===== config.mk =====
export PLATFORM = sky130hd
export DESIGN_NAME = adc_spi_cfg_engine_flat
export DESIGN_NICKNAME = d
export VERILOG_FILES = /design/src/rtl/adc_spi_cfg_engine_if.sv /design/src/rtl/adc_spi_cfg_engine.sv /design/src/flat_wrapper.sv
export SDC_FILE = /design/constraint.sdc
export NUM_CORES = 1
export LEC_CHECK = 0
export ABC_AREA = 1
export BUFFER_PORTS_ARGS = -buffer_cell sky130_fd_sc_hd__clkbuf_2
export CELL_PAD_IN_SITES_DETAIL_PLACEMENT = 1
export CELL_PAD_IN_SITES_GLOBAL_PLACEMENT = 2
export CORE_ASPECT_RATIO = 0.75
export CORE_MARGIN = 4
export CORE_UTILIZATION = 34
export DETAILED_ROUTE_END_ITERATION = 8
export PLACE_DENSITY_LB_ADDON = 0.1
export SLEW_MARGIN = 5
export SYNTH_ARGS = -nofsm -noshare
export SYNTH_HDL_FRONTEND = slang
export SYNTH_SLANG_ARGS = --single-unit

===== constraint.sdc =====
create_clock -name FPGA_CLK1_32 -period 3.9 [get_ports FPGA_CLK1_32]
set_input_delay 0.78 -clock FPGA_CLK1_32 [delete_from_list [all_inputs] [get_ports FPGA_CLK1_32]]
set_output_delay 0.78 -clock FPGA_CLK1_32 [all_outputs]
set_load 0.01 [all_outputs]

===== src/rtl/adc_spi_cfg_engine_if.sv =====
// Command/response bundle for adc_spi_cfg_engine.
//   master : command source (drives cmd_*, observes ready/response/busy)
//   slave  : the engine (accepts cmd_*, drives ready/response/busy)
// Signals:
//   cmd_valid/cmd_ready : command handshake, accepted on valid&ready
//   cmd_rw              : 1 = read, 0 = write
//   cmd_addr            : register address (ADDR_W-1 bits)
//   cmd_wdata           : write data
//   rsp_valid           : single-cycle response pulse
//   rsp_rdata           : data captured from the slave, held until next response
//   rsp_err             : readback mismatch on a verified write
//   busy                : transfer in progress up to and including the response
interface adc_spi_cfg_engine_if #(
  parameter int unsigned ADDR_W = 8,
  parameter int unsigned DATA_W = 8
);
  logic              cmd_valid;
  logic              cmd_ready;
  logic              cmd_rw;
  logic [ADDR_W-2:0] cmd_addr;
  logic [DATA_W-1:0] cmd_wdata;
  logic              rsp_valid;
  logic [DATA_W-1:0] rsp_rdata;
  logic              rsp_err;
  logic              busy;

  modport master (
    output cmd_valid, cmd_rw, cmd_addr, cmd_wdata,
    input  cmd_ready, rsp_valid, rsp_rdata, rsp_err, busy
  );

  modport slave (
    input  cmd_valid, cmd_rw, cmd_addr, cmd_wdata,
    output cmd_ready, rsp_valid, rsp_rdata, rsp_err, busy
  );
endinterface


===== src/rtl/adc_spi_cfg_engine.sv =====
// SPI configuration engine for an ADC register file (SPI mode 0).
// A command {rw, addr, wdata} is shifted out as one frame {rw, addr, data}
// MSB first; read frames carry a zero data field. With VERIFY=1 every write
// is followed by a readback frame {1, addr, 0} and the returned data is
// compared with the written data.
// Ports:
//   FPGA_CLK1_32 : sole clock, rising edge
//   reset        : synchronous, active-high
//   cmd          : command/response bundle (slave modport)
//   ss           : chip select, active-low
//   sck          : SPI clock, idle low
//   sdo          : MOSI
//   sdi          : MISO
module adc_spi_cfg_engine #(
  parameter int unsigned ADDR_W  = 8,
  parameter int unsigned DATA_W  = 8,
  parameter int unsigned CLK_DIV = 4,
  parameter int unsigned CS_GAP  = 2,
  parameter int unsigned VERIFY  = 1
) (
  input  logic                 FPGA_CLK1_32,
  input  logic                 reset,
  adc_spi_cfg_engine_if.slave  cmd,
  output logic                 ss,
  output logic                 sck,
  output logic                 sdo,
  input  logic                 sdi
);

  localparam int unsigned FRAME_W = ADDR_W + DATA_W;
  localparam int unsigned BIT_W   = $clog2(FRAME_W + 1);
  localparam int unsigned DIV_W   = $clog2(2 * CLK_DIV + 1);
  localparam int unsigned GAP_W   = $clog2(CS_GAP + 1);

  localparam logic [BIT_W-1:0]  BIT_LAST  = BIT_W'(FRAME_W - 1);
  localparam logic [DIV_W-1:0]  DIV_HI    = DIV_W'(CLK_DIV);
  localparam logic [DIV_W-1:0]  DIV_LAST  = DIV_W'(2 * CLK_DIV - 1);
  localparam logic [GAP_W-1:0]  GAP_LAST  = GAP_W'(CS_GAP - 1);
  localparam logic [DATA_W-1:0] DATA_ZERO = '0;

  typedef enum logic [2:0] {IDLE, SETUP, SHIFT, HOLD, GAP, RESP} state_t;

  state_t              state_q, state_d;
  logic [DIV_W-1:0]    div_q, div_d;
  logic [BIT_W-1:0]    bit_q, bit_d;
  logic [GAP_W-1:0]    gap_q, gap_d;
  logic [FRAME_W-1:0]  tx_q, tx_d;
  logic [DATA_W-1:0]   rx_q, rx_d;
  logic                rw_q, rw_d;
  logic [ADDR_W-2:0]   addr_q, addr_d;
  logic [DATA_W-1:0]   wdata_q, wdata_d;
  logic                second_q, second_d;
  logic [DATA_W-1:0]   rdata_q, rdata_d;
  logic                err_q, err_d;
  logic                gap_done;

  assign gap_done = (gap_q == GAP_LAST);

  always_ff @(posedge FPGA_CLK1_32) begin
    if (reset) begin
      state_q  <= IDLE;
      div_q    <= '0;
      bit_q    <= '0;
      gap_q    <= '0;
      tx_q     <= '0;
      rx_q     <= '0;
      rw_q     <= 1'b0;
      addr_q   <= '0;
      wdata_q  <= '0;
      second_q <= 1'b0;
      rdata_q  <= '0;
      err_q    <= 1'b0;
    end else begin
      state_q  <= state_d;
      div_q    <= div_d;
      bit_q    <= bit_d;
      gap_q    <= gap_d;
      tx_q     <= tx_d;
      rx_q     <= rx_d;
      rw_q     <= rw_d;
      addr_q   <= addr_d;
      wdata_q  <= wdata_d;
      second_q <= second_d;
      rdata_q  <= rdata_d;
      err_q    <= err_d;
    end
  end

  always_comb begin
    state_d  = state_q;
    div_d    = div_q;
    bit_d    = bit_q;
    gap_d    = gap_q;
    tx_d     = tx_q;
    rx_d     = rx_q;
    rw_d     = rw_q;
    addr_d   = addr_q;
    wdata_d  = wdata_q;
    second_d = second_q;
    rdata_d  = rdata_q;
    err_d    = err_q;

    case (state_q)
      IDLE: begin
        if (cmd.cmd_valid) begin
          rw_d     = cmd.cmd_rw;
          addr_d   = cmd.cmd_addr;
          wdata_d  = cmd.cmd_wdata;
          tx_d     = {cmd.cmd_rw, cmd.cmd_addr,
                      cmd.cmd_rw ? DATA_ZERO : cmd.cmd_wdata};
          second_d = 1'b0;
          gap_d    = '0;
          state_d  = SETUP;
        end
      end

      SETUP: begin
        if (gap_done) begin
          gap_d   = '0;
          div_d   = '0;
          bit_d   = '0;
          state_d = SHIFT;
        end else begin
          gap_d = gap_q + 1'b1;
        end
      end

      SHIFT: begin
        div_d = div_q + 1'b1;
        // Sample on the first sck-high cycle; the register keeps only the
        // trailing DATA_W samples, i.e. the data field.
        if (div_q == DIV_HI) begin
          rx_d = DATA_W'({rx_q, sdi});
        end
        // Advance at the end of the bit so sdo changes while sck is low.
        if (div_q == DIV_LAST) begin
          div_d = '0;
          tx_d  = tx_q << 1;
          if (bit_q == BIT_LAST) begin
            gap_d   = '0;
            state_d = HOLD;
          end else begin
            bit_d = bit_q + 1'b1;
          end
        end
      end

      HOLD: begin
        if (gap_done) begin
          gap_d   = '0;
          state_d = GAP;
        end else begin
          gap_d = gap_q + 1'b1;
        end
      end

      GAP: begin
        if (gap_done) begin
          gap_d = '0;
          if ((VERIFY != 0) && !rw_q && !second_q) begin
            second_d = 1'b1;
            tx_d     = {1'b1, addr_q, DATA_ZERO};
            state_d  = SETUP;
          end else begin
            rdata_d = rx_q;
            err_d   = (VERIFY != 0) && !rw_q && (rx_q != wdata_q);
            state_d = RESP;
          end
        end else begin
          gap_d = gap_q + 1'b1;
        end
      end

      RESP: begin
        state_d = IDLE;
      end

      default: begin
        state_d = IDLE;
      end
    endcase
  end

  // Outputs are forced to their idle values combinationally while reset is
  // asserted, so they are quiet even before the first reset edge.
  assign cmd.cmd_ready = !reset && (state_q == IDLE);
  assign cmd.busy      = !reset && (state_q != IDLE);
  assign cmd.rsp_valid = !reset && (state_q == RESP);
  assign cmd.rsp_rdata = reset ? DATA_ZERO : rdata_q;
  assign cmd.rsp_err   = !reset && err_q;

  assign ss  = reset || !((state_q == SETUP) || (state_q == SHIFT) || (state_q == HOLD));
  assign sck = !reset && (state_q == SHIFT) && (div_q >= DIV_HI);
  assign sdo = !reset && ((state_q == SETUP) || (state_q == SHIFT)) && tx_q[FRAME_W-1];

endmodule


===== src/flat_wrapper.sv =====
// flat-port wrapper written by rule: the top's interface ports become plain ports
module adc_spi_cfg_engine_flat 
#(
  parameter int unsigned ADDR_W  = 8,
  parameter int unsigned DATA_W  = 8,
  parameter int unsigned CLK_DIV = 4,
  parameter int unsigned CS_GAP  = 2,
  parameter int unsigned VERIFY  = 1
)
  (FPGA_CLK1_32, reset, ss, sck, sdo, sdi, cmd_cmd_valid, cmd_cmd_rw, cmd_cmd_addr, cmd_cmd_wdata, cmd_cmd_ready, cmd_rsp_valid, cmd_rsp_rdata, cmd_rsp_err, cmd_busy);
  adc_spi_cfg_engine_if #(.ADDR_W(ADDR_W), .DATA_W(DATA_W)) cmd_i ();
  input  logic FPGA_CLK1_32;
  input  logic reset;
  output logic ss;
  output logic sck;
  output logic sdo;
  input  logic sdi;
  input wire logic [$bits(cmd_i.cmd_valid)-1:0] cmd_cmd_valid;
  input wire logic [$bits(cmd_i.cmd_rw)-1:0] cmd_cmd_rw;
  input wire logic [$bits(cmd_i.cmd_addr)-1:0] cmd_cmd_addr;
  input wire logic [$bits(cmd_i.cmd_wdata)-1:0] cmd_cmd_wdata;
  output wire logic [$bits(cmd_i.cmd_ready)-1:0] cmd_cmd_ready;
  output wire logic [$bits(cmd_i.rsp_valid)-1:0] cmd_rsp_valid;
  output wire logic [$bits(cmd_i.rsp_rdata)-1:0] cmd_rsp_rdata;
  output wire logic [$bits(cmd_i.rsp_err)-1:0] cmd_rsp_err;
  output wire logic [$bits(cmd_i.busy)-1:0] cmd_busy;
  assign cmd_i.cmd_valid = cmd_cmd_valid;
  assign cmd_i.cmd_rw = cmd_cmd_rw;
  assign cmd_i.cmd_addr = cmd_cmd_addr;
  assign cmd_i.cmd_wdata = cmd_cmd_wdata;
  assign cmd_cmd_ready = cmd_i.cmd_ready;
  assign cmd_rsp_valid = cmd_i.rsp_valid;
  assign cmd_rsp_rdata = cmd_i.rsp_rdata;
  assign cmd_rsp_err = cmd_i.rsp_err;
  assign cmd_busy = cmd_i.busy;
  adc_spi_cfg_engine #(.ADDR_W(ADDR_W), .DATA_W(DATA_W), .CLK_DIV(CLK_DIV), .CS_GAP(CS_GAP), .VERIFY(VERIFY)) u_core (.FPGA_CLK1_32(FPGA_CLK1_32), .reset(reset), .cmd(cmd_i), .ss(ss), .sck(sck), .sdo(sdo), .sdi(sdi));
endmodule

==> impl_metrics.sql <==
INSERT INTO impl_metrics (metric_group, metric, value, unit) VALUES
('outcome', 'run_status', 'finished, final reports clean', ''),
('route', 'drt-total-wl', '8.871', 'mm'),
('sta', 'clock-skew-final', '6.585', 'ps'),
('clocking', 'number_of_buffers_on_the_longest_clock_path', '2', ''),
('logic_synthesis', 'post_synth_instance_area', '0.003181', 'mm2'),
('sta', 'timing.slew.headroom', '0.4665', ''),
('floorplan', 'placement_rows', '30', ''),
('floorplan', 'dieHeight', '91.76', 'um'),
('sta', 'setup_repair_after_global_routing_missed_its_margin', 'false', ''),
('place', 'placedInstanceArea', '0.003431', 'mm2'),
('clocking', 'tritoncts_clock_tree', 'yes', ''),
('logic_synthesis', 'syn-mean-instance-area', '6.682', 'um2'),
('route', 'antenna_violating_nets_post_route', '0', ''),
('clocking', 'ctsResizeCount', '0', ''),
('logic_synthesis', 'post_synth_adder_cell_area', '0.01574', ''),
('clocking', 'cts_hold_buffers', '0', ''),
('floorplan', 'start_util', '0.3501', ''),
('layout', 'multi_input_area', '0.001598', 'mm2'),
('grt', 'number_of_global_route_vias_before_repair', '3020', ''),
('layout', 'layout.cells.most_common_list', 'nand2_1 (117), nor2_1 (80), dfxtp_1 (64)', ''),
('route', 'vias_per_cell', '4.750', ''),
('critical_path', 'timing.critical_path.fanout_max', '19', ''),
('logic_synthesis', 'netlist_instances', '476', ''),
('min_path', 'min-delay-path-class', 'reg -> reg', ''),
('grt', 'track_usage', '0.1679', ''),
('clocking', 'clkSinkCount', '64', ''),
('place', 'place.gp.congestion', '0.7507', ''),
('logic_synthesis', 'synth-seq-area-share', '0.4028', ''),
('floorplan', 'fp.coreArea', '0.009084', 'mm2'),
('logic_synthesis', 'yosysWarningCount', '0', ''),
('layout', 'finish.net_count', '528', ''),
('route', 'avgRoutedWirePerCell', '13.97', 'um'),
('clocking', 'cts_max_level', '3', ''),
('grt', 'first_pass_grt_wire_length', '14.74', 'mm'),
('logic_synthesis', 'share_of_the_synthesized_area_in_compound_gates_ao_oa_aoi_oai', '0.1133', ''),
('grt', 'grt-ovfl-total', '0', ''),
('clocking', 'post-cts-setup-buffers', '0', ''),
('grt', 'grt_antenna_before_repair', '0', ''),
('clocking', 'worst_skew_pair.late_latency', '340', 'ps'),
('route', 'dr.first_iter.drc_count', '93', ''),
('sta', 'setup-violations-final', '0', ''),
('layout', 'register_area', '0.001281', 'mm2'),
('logic_synthesis', 'yosys-mux-area-fraction', '0', ''),
('sta', 'report.final.hold_viol_count', '0', ''),
('clocking', 'clock-root-buffer', 'clkbuf_16', ''),
('critical_path', 'worst_setup_path_end_kind', 'primary output', ''),
('layout', 'post-route-cell-area', '0.003740', 'mm2'),
('route', 'drcViolationCount', '0', ''),
('logic_synthesis', 'post_synth_num_cell_types', '32', ''),
('grt', 'grt_max_degree', '40', ''),
('layout', 'antenna_cells_inserted', '0', ''),
('layout', 'final_common_cell', 'nand2_1', ''),
('logic_synthesis', 'synth_fp_nets', '500', ''),
('layout', 'final_layout_size_suffix_gt1_frac', '0.1440', ''),
('place', 'place.port_buffers', '34', ''),
('sta', 'max_freq', '364.1', 'MHz'),
('layout', 'fillCellCount', '1226', ''),
('sta', 'report.final.slew_viol_count', '0', ''),
('logic_synthesis', 'synth_top_family_by_area', 'simple AND/OR/NAND/NOR gates', ''),
('pwr', 'power-per-cell-area', '768.9', 'mW/mm2'),
('route', 'drt-pass1-iter-count', '4', ''),
('pwr', 'ir_drop', '0.2622', 'mV'),
('floorplan', 'dieArea', '0.01098', 'mm2'),
('clocking', 'clk_transition_reported_paths', '50', 'ps'),
('sta', 'final.min_clock_period', '2747', 'ps'),
('floorplan', 'design.portCount', '35', ''),
('critical_path', 'critPathLaunchType', 'flip-flop', ''),
('layout', 'area_growth_syn_to_layout', '17.58', '%'),
('route', 'via_count_of_the_routed_design', '3016', ''),
('floorplan', 'fp.dieW', '119.7', 'um'),
('clocking', 'tritoncts.num_buffers', '9', '');
cell usage after synthesis:
cell,n,area share
inv_1,46,0.054
nand4_1,2,0.0039
xor2_1,4,0.011
dfxtp_1,64,0.40
nor2_2,3,0.0059
o21ai_0,24,0.038
buf_1,1,0.0012
buf_2,7,0.011
nor4_1,1,0.0020
buf_6,2,0.0071
nand2_2,5,0.0098
a21oi_1,36,0.057
o22ai_1,7,0.014
nand2_1,117,0.14
nor2_8,1,0.0063
and2_1,1,0.0020
nor2_4,1,0.0035
inv_2,7,0.0083
ha_1,4,0.016
nand3_2,1,0.0031
nand4_2,1,0.0039
buf_4,1,0.0024
nor3_1,4,0.0063
clkbuf_1,9,0.011
nor3b_1,1,0.0024
nand3_1,35,0.055
xnor2_1,5,0.014
nand3b_1,2,0.0047
nand2_4,2,0.0071
a21oi_2,1,0.0028
a21o_1,1,0.0024
nor2_1,80,0.094
routing by layer:
layer  vias up  GRT usage  part of all wire
met5         -          0                 0
met4         0    0.03432            0.0079
met3         8    0.05919             0.040
met2        37     0.2726              0.46
met1      1419     0.2165              0.50
li1       1552          -                 -
state kept, by name, indices dropped and copies added (netlist names):
| name | cells |
|---|---|
| u_core.tx_q | 16 |
| u_core.rdata_q | 8 |
| u_core.rx_q | 8 |
| u_core.wdata_q | 8 |
| u_core.addr_q | 7 |
| u_core.bit_q | 5 |
| u_core.div_q | 4 |
| u_core.state_q | 3 |
| u_core.gap_q | 2 |
| u_core.err_q | 1 |
| u_core.rw_q | 1 |
| u_core.second_q | 1 |
worst max-delay path, stage by stage, from the launching register on:
cell,delay [ps]
dfxtp_1,540
inv_2,100
nor2_1,210
nand2_4,230
nand2_1,120
inv_1,60
nor3_1,190
clkbuf_2,180
worst paths after layout:
kind / end / cells after the start / startpoint / slack (ps)
setup / recovery: sdo / 7 / u_core.state_q[1] / 1150
hold reg to reg: u_core.rdata_q[3] / 2 / u_core.rdata_q[3] / 450
hold / removal: u_core.rdata_q[3] / 2 / u_core.rdata_q[3] / 450
setup reg to reg: u_core.tx_q[0] / 7 / u_core.state_q[1] / 1710
per-stage QoR:
step                std cells    util  setup slack, ps
floorplan                 476       -             1671
global placement          621  0.3777             1385
detailed placement        621  0.3777             1335
CTS                       635  0.4117             1099
global route              635  0.4117            951.7
finish                    635  0.4117             1153
power breakdown:
| part | total [uW] | internal, uW | leakage, uW | switching [uW] |
|---|---|---|---|---|
| Clock | 857 | 567 | 0.000154 | 290 |
| Combinational | 1120 | 348 | 0.00102 | 770 |
| Sequential | 900 | 803 | 0.000523 | 97.2 |
cells by family (layout without fill, tap and decap cells):
kind of cell / count (synthesis) / count (layout)
AOI/OAI and AO/OA: 69 / 69
xor gates and xnor gates: 9 / 9
adders and majority gates: 4 / 4
buffers and inverters: 73 / 104
DFF: 64 / 64
and+or+nand+nor: 257 / 257
cell type report:
class / count / area share
Inverter: 53 / 0.05320
Timing Repair Buffer: 37 / 0.05152
Clock buffer: 10 / 0.06390
Tap cell: 128 / 0.04282
Clock inverter: 4 / 0.01874
Sequential cell: 64 / 0.3426
Multi-Input combinational cell: 339 / 0.4272
Note: power is estimated with default switching activity, not from simulation.
